<file path="src/rtl/vga_scan_gen.sv">
// VGA raster generator: counters, sync decode and a registered pixel/sync output stage.
// Optional VGA_SCAN_TEST_PATTERN_EN: 64-pixel colour bars as background for active pixels.
module vga_scan_gen #(
  parameter int unsigned H_ACTIVE = 640,
  parameter int unsigned H_FP     = 16,
  parameter int unsigned H_SYNC   = 96,
  parameter int unsigned H_BP     = 48,
  parameter int unsigned V_ACTIVE = 480,
  parameter int unsigned V_FP     = 10,
  parameter int unsigned V_SYNC   = 2,
  parameter int unsigned V_BP     = 33,
  parameter logic        SYNC_POL = 1'b0
) (
  input  logic       clk,
  input  logic       rst_n,
  input  logic       ena,
  output logic [9:0] x,
  output logic [9:0] y,
  output logic       active,
  input  logic       draw_in,
  input  logic [5:0] rgb_in,
  output logic       hsync,
  output logic       vsync,
  output logic [5:0] rgb,
  output logic [7:0] uo_out,
  output logic       frame_tick,
  output logic [7:0] frame_cnt
);

  localparam int unsigned CW       = 10;
  localparam int unsigned H_TOTAL  = H_ACTIVE + H_FP + H_SYNC + H_BP;
  localparam int unsigned V_TOTAL  = V_ACTIVE + V_FP + V_SYNC + V_BP;
  localparam int unsigned HS_START = H_ACTIVE + H_FP;
  localparam int unsigned HS_END   = HS_START + H_SYNC;
  localparam int unsigned VS_START = V_ACTIVE + V_FP;
  localparam int unsigned VS_END   = VS_START + V_SYNC;

  logic [CW-1:0] r_h_cnt;
  logic [CW-1:0] r_v_cnt;
  logic [7:0]    r_frame_cnt;
  logic          r_hsync;
  logic          r_vsync;
  logic [5:0]    r_rgb;
  logic          r_frame_tick;

  logic          w_h_last;
  logic          w_v_last;
  logic          w_active;
  logic          w_hs_on;
  logic          w_vs_on;
  logic          w_tick;
  logic [5:0]    w_bg;
  logic [5:0]    w_pix;

  assign w_h_last = (r_h_cnt == CW'(H_TOTAL - 1));
  assign w_v_last = (r_v_cnt == CW'(V_TOTAL - 1));
  assign w_active = (r_h_cnt < CW'(H_ACTIVE)) && (r_v_cnt < CW'(V_ACTIVE));
  assign w_hs_on  = (r_h_cnt >= CW'(HS_START)) && (r_h_cnt < CW'(HS_END));
  assign w_vs_on  = (r_v_cnt >= CW'(VS_START)) && (r_v_cnt < CW'(VS_END));
  assign w_tick   = (r_h_cnt == '0) && (r_v_cnt == CW'(V_ACTIVE));

`ifdef VGA_SCAN_TEST_PATTERN_EN
  assign w_bg = {r_h_cnt[8], r_h_cnt[8], r_h_cnt[7], r_h_cnt[7], r_h_cnt[6], r_h_cnt[6]};
`else
  assign w_bg = 6'b000000;
`endif

  // Blanking is always black; overlay hit wins over the background.
  assign w_pix = w_active ? (draw_in ? rgb_in : w_bg) : 6'b000000;

  // Raster counters and frame counter.
  always_ff @(posedge clk or negedge rst_n) begin
    if (!rst_n) begin
      r_h_cnt     <= '0;
      r_v_cnt     <= '0;
      r_frame_cnt <= '0;
    end else if (ena) begin
      if (w_h_last) begin
        r_h_cnt <= '0;
        if (w_v_last) begin
          r_v_cnt     <= '0;
          r_frame_cnt <= r_frame_cnt + 8'd1;
        end else begin
          r_v_cnt <= r_v_cnt + CW'(1);
        end
      end else begin
        r_h_cnt <= r_h_cnt + CW'(1);
      end
    end
  end

  // Output stage: pixel, syncs and frame tick aligned one cycle after x/y.
  always_ff @(posedge clk or negedge rst_n) begin
    if (!rst_n) begin
      r_hsync      <= ~SYNC_POL;
      r_vsync      <= ~SYNC_POL;
      r_rgb        <= '0;
      r_frame_tick <= 1'b0;
    end else if (ena) begin
      r_hsync      <= w_hs_on ? SYNC_POL : ~SYNC_POL;
      r_vsync      <= w_vs_on ? SYNC_POL : ~SYNC_POL;
      r_rgb        <= w_pix;
      r_frame_tick <= w_tick;
    end else begin
      r_frame_tick <= 1'b0;
    end
  end

  assign x          = r_h_cnt;
  assign y          = r_v_cnt;
  assign active     = w_active;
  assign hsync      = r_hsync;
  assign vsync      = r_vsync;
  assign rgb        = r_rgb;
  assign frame_tick = r_frame_tick;
  assign frame_cnt  = r_frame_cnt;
  // PMOD order {hsync,B0,G0,R0,vsync,B1,G1,R1} with rgb = {R1,R0,G1,G0,B1,B0}.
  assign uo_out     = {r_hsync, r_rgb[0], r_rgb[2], r_rgb[4], r_vsync, r_rgb[1], r_rgb[3], r_rgb[5]};

endmodule

</file>
<file path="config.mk">
export PLATFORM = sky130hd
export DESIGN_NAME = vga_scan_gen
export DESIGN_NICKNAME = d
export VERILOG_FILES = /design/src/rtl/vga_scan_gen.sv
export SDC_FILE = /design/constraint.sdc
export NUM_CORES = 1
export LEC_CHECK = 0
export ABC_CLOCK_PERIOD_IN_PS = 1600
export CORE_ASPECT_RATIO = 0.9
export CORE_MARGIN = 1.5
export CORE_UTILIZATION = 42
export DETAILED_ROUTE_END_ITERATION = 8
export PLACE_DENSITY = 0.77
export SKIP_CTS_REPAIR_TIMING = 1
export SYNTH_ARGS = -nofsm -noshare
export SYNTH_HDL_FRONTEND = slang
export SYNTH_SLANG_ARGS = --single-unit
export TNS_END_PERCENT = 10
</file>
<file path="constraint.sdc">
create_clock -name clk -period 1.6 [get_ports clk]
set_input_delay 0.32 -clock clk [delete_from_list [all_inputs] [get_ports clk]]
set_output_delay 0.32 -clock clk [all_outputs]
set_load 0.02 [all_outputs]
</file>
After elaboration in Yosys (flattened, before gate mapping)
Cells that the tools add are included.
{ "totals": {"ff_bits": 37, "rom_bits": 0, "memories": 0, "ramBits": 0, "latch_bits": 0, "out_inout_bits": 46} }
{ "classes": {"reduce_logical": 7, "n_eq_ne": 3, "addsub": 3, "n_div": 0, "multipliers": 0, "bitwise_logic": 0, "magnitude_cmp": 6, "n_shift": 0, "n_mux": 7} }
{ "ops": {"columns": ["operator", "count"], "rows": [
  ["adder 10 x 1 -> 10 bit (second input constant)", 2],
  ["== test 10 bit (second input constant)", 2],
  ["< comparator 10 bit (second input constant)", 2],
  ["< comparator 10 x 9 -> 1 bit (second input constant)", 2],
  ["two-way mux 10 bit", 2],
  ["two-way mux 6 bit", 2],
  ["== test 10 x 9 -> 1 bit (second input constant)", 1],
  ["greater-or-equal comparator 10 bit (second input constant)", 1],
  ["greater-or-equal comparator 10 x 9 -> 1 bit (second input constant)", 1],
  ["zero test 10 bit", 1],
  ["adder 8 x 1 -> 8 bit (second input constant)", 1],
  ["logical AND 1 bit", 4],
  ["two-way mux 1 bit", 3],
  ["AND reduction 3 bit", 1],
  ["AND reduction 2 bit", 1]
]} }

Longest topological paths before layout
{ "depth": {"depth_word": 3, "ltp_mapped": 7} }

Worst setup path before layout
Ideal clock, no wire load.
{ "synth_timing": {"path_type": "register to register", "from": "reg r_v_cnt[0], in the netlist y[0]", "to": "reg r_frame_cnt[1], in the netlist frame_cnt[1]", "n_path_buf": 0, "path_stages_with_launch": 7, "period_less_slack_ps": 1780, "slack_ps": -180, "t_arrival_ps": 1655, "path_cell_list": "dfrtp_1 -> inv_1 -> ha_1 -> and4bb_1 -> nand4_4 -> nor2_4 -> mux2_2"} }
{ "synth_between": {"elab_chain_len": 2} }
{ "synth_rtl": {"columns": ["element", "line", "source"], "rows": [
  ["start: declaration", "39", "logic [CW-1:0] r_v_cnt;"],
  ["start signal: assignment", "84", "r_v_cnt <= r_v_cnt + CW'(1);"],
  ["== test 10 bit", "56", "assign w_v_last = (r_v_cnt == CW'(V_TOTAL - 1));"],
  ["AND reduction 3 bit (no line)", null, null],
  ["end signal: assignment", "82", "r_frame_cnt <= r_frame_cnt + 8'd1;"],
  ["end: declaration", "40", "logic [7:0] r_frame_cnt;"]
]} }
Every way passes these cells.
A chain may end at the register's enable or synchronous reset.

Worst setup path after layout
{ "layout_timing": {"from": "reg r_v_cnt[1], in the netlist y[1]", "to": "reg r_frame_cnt[1], in the netlist frame_cnt[1]"} }
The elaborated chain is that of the path after synthesis.

==> impl_results.md <==
- Vias in the first global route: 1,621
- VDD IR max: 0.8237 mV
- Initial antenna violation count: 0
- Worst-margin pin slew: 0.3492 ns
- Share of the synthesized area in the top cell type: 45.99%
- Synth unique cells: 36
- WL/cell: 14.67 um
- Status: finished, violations left
- Clock Path Buffers: 2
- Routed length on met1: 2046 um
- Vias per cell: 5.090
- Worst r2r dst: frame_cnt[1]
- Critical Path Max Stage Delay: 0.42 ns
- H-tree depth: 2
- Root Buffer: clkbuf_8
- Dpl cell area: 0.002758 sq mm
- GP Congestion: around 0.84
- R2R cell count: 6
- Leakage power total: 2.017 nW
- Slowest cell on the critical path: dfrtp_2
- Worst setup EP type: flip-flop
- Clock group share of total power: approximately 30%
- Top Metal Used: met4
- IO buf count: 55
- Final hold vios: 0
- CP Data Arrival Time: approximately 1.9 ns
- Syn-to-layout area delta: 61.70%
- Mapped Area: 0.001904 sq mm
- Drt drc: 0
- Post-synthesis net count: 193
- Total track usage: 20.10%
- Routed vias: roughly 1,700
- Unrepaired setup endpoints after global routing: true
- CP startpoint kind: flip-flop
- Crit share post-route: 105.2%
- Seq/Total Area, Yosys: 48.75%
- Chip width: 73.98 um
- Post-DP HPWL: 3351 um
- Worst slack at placement: -0.3730 ns
- Multi-input logic area: a little over 900 sq um
- Total global routing overflow: 0
- Violated checks: setup timing
- # fillers: 352
- First-pass GRT wire length: 7452 um
- Yosys warnings: 0
- ANT cells: 0
- Mapped Cells: 178
- Core area: roughly 0.0044 sq mm
- Post-synth EDFFs: 0
- Max-slew headroom: 76.39%
- Register Area: 930.9 sq um
- Clock transition at path regs: 0.07 ns
- Syn_area_per_cell: approximately 11 sq um
- Max Cap Violations: 0
- Detailed Route WL: 4869 um
- Pins over their slew limit: 0
- Clock sinks: 37
- Share of cells above drive strength 1: 28.15%
- Fin area: 0.003079 sq mm
- Metal3 WL: 286 um
- Final setup fails: 4
- # rows: 23
- Pwr dens: 927.9 mW/mm^2
- Required time of the critical path: 1.78 ns
- Synth area leaders: dfrtp_1 46%, xor2_1 5.5%, buf_4 4.3%
- Met2 wire len: about 2500 um
- Ys flop type: dfrtp_1
- Die Y: 66.88 um
- Flop pwr share: 38.5%
- TritonCTS Buffers: 5
- Net switching power: 0.8670 mW
- Worst R2R Setup Slack: -0.08 ns
- Ys async rst share: 100.0%
- Fin crit period: 1.682 ns
- Worst-skew pair later-pin latency: 0.29 ns
- Commonest cells in the netlist: 35 x dfrtp_1, 12 x nand2_1, 12 x xor2_1
- Die area: 0.004948 sq mm
- Top-count cell post-synth: dfrtp_1
- DR iter-0 viols: 64
- CP Max Fanout: 8
- Final ANT Viol Nets: 0
- Post-layout worst setup margin: -0.08246 ns
- Clock skew: 0.007253 ns
- Fin nets: approximately 280
- Crit path cell chain: inv_2 > ha_4 > and4bb_1 > nand4_4 > nor2_4 > mux2_4
- Fmax: 594.4 MHz
- Starting Density: 43.25%
- I/O pin count: 56
- DRT Pass-1 Iters: 4
- Largest net degree at the start of global routing: 38
- CTS tree: built
- Reg2reg start: y[1]
- Register bit total from synthesis: 37
- Internal Power: 1.990 mW
- Crit path kind: reg2reg
- Switching share of power: 30.35%
- Area leader, netlist: dfrtp_1
- Logic pwr share: between 30% and 40%
- Hold crit path type: in2async
==> worst max-delay path by stage <==
| stage | cells past startpoint | end | startpoint |
|---|---|---|---|
| final | 6 | frame_cnt[1] | y[1] |
| after global routing | 6 | frame_cnt[1] | y[1] |
| after CTS | 3 | active | y[5] |
| after detailed placement | 5 | y[6] | ena |
| after global placement | 5 | y[7] | ena |
| after floorplan | 6 | frame_cnt[1] | y[1] |
==> layout by cell type (no fill, tap or decap), drive strengths merged <==
cell type      Yosys  layout
and4bb             1       1
nor4               4       4
nand4              9       9
dlymetal6s2s       0      44
a21oi              2       2
dfrtp             35      35
xnor2              9       9
o21a               1       1
nor2              11      11
mux2i              2       2
mux2               1       1
nor4b              3       3
xor2              12      12
clkbuf             1       7
clkdlybuf4s50      0      10
dfstp              2       2
nand2             12      12
o32a               1       1
and4               4       4
nand3             11      11
nor3               6       6
o21ai             12      12
a41oi              1       1
buf               12      43
or3                1       1
bufinv             0       1
ha                 5       5
inv               11      11
nand4b             1       1
and3               6       6
and4b              2       2
==> stage by stage <==
| step | hold slack (ns) | util, % | TNS [ns] | total power, mW | instances |
|---|---|---|---|---|---|
| global placement | 0.4594 | 62.63 | -6.249 | 2.027 | 320 |
| floorplan | 0.02441 | - | -0.5546 | 1.567 | 178 |
| finish | 0.3980 | 69.93 | -0.1673 | 2.857 | 332 |
| global route | 0.4339 | 69.93 | -1.029 | 2.999 | 332 |
| detailed placement | 0.4769 | 62.63 | -7.375 | 2.045 | 320 |
| CTS | 0.4093 | 65.27 | -3.992 | 2.885 | 328 |
==> flip-flops by register name, indices dropped and copies added (netlist names) <==
name	count
frame_tick	1
rgb	6
vsync	1
frame_cnt	8
hsync	1
x	10
y	10
==> area by class of cell <==
cell class / instances / area share [%]
Clock inverter: 1 / 0.9752
Inverter: 11 / 1.341
Clock buffer: 7 / 2.804
Multi-Input combinational cell: 117 / 29.50
Tap cell: 62 / 2.519
Timing Repair Buffer: 97 / 32.63
Sequential cell: 37 / 30.23
==> logic make-up after synthesis <==
| group | synth area share (%) |
|---|---|
| compound gates | 5.059 |
| buf+inv | 6.964 |
| mux | 1.643 |
| simple gates | 24.64 |
| xor+xnor | 9.659 |
| fa+ha+maj | 3.285 |
| flops | 48.75 |
==> critical path, delay by kind of cell (launching register included) <==
family / cells / cell delay (ns)
adder cells (fa/ha/maj): 1 / 0.13
buffers and inverters: 1 / 0.08
flip-flops: 1 / 0.42
AND/OR/NAND/NOR: 3 / 0.63
multiplexers: 1 / 0.31
==> power by group through the flow <==
stage / clock [mW] / combinational [mW] / sequential [mW]
2_1_floorplan: 0 / 0.281 / 1.29
3_3_place_gp: 0 / 0.915 / 1.11
3_5_place_dp: 0 / 0.929 / 1.12
4_1_cts: 0.849 / 0.936 / 1.10
5_1_grt: 0.890 / 0.993 / 1.11
6_report: 0.837 / 0.921 / 1.10
==> layer usage <==
metal | up-vias | global-route usage (%)
met1 | 824 | 24.59
met2 | 57 | 33.26
met3 | 7 | 6.354
met4 | 0 | 6.713
li1 | 802 | -
met5 | - | 0
(Power assumes the default switching activity.)
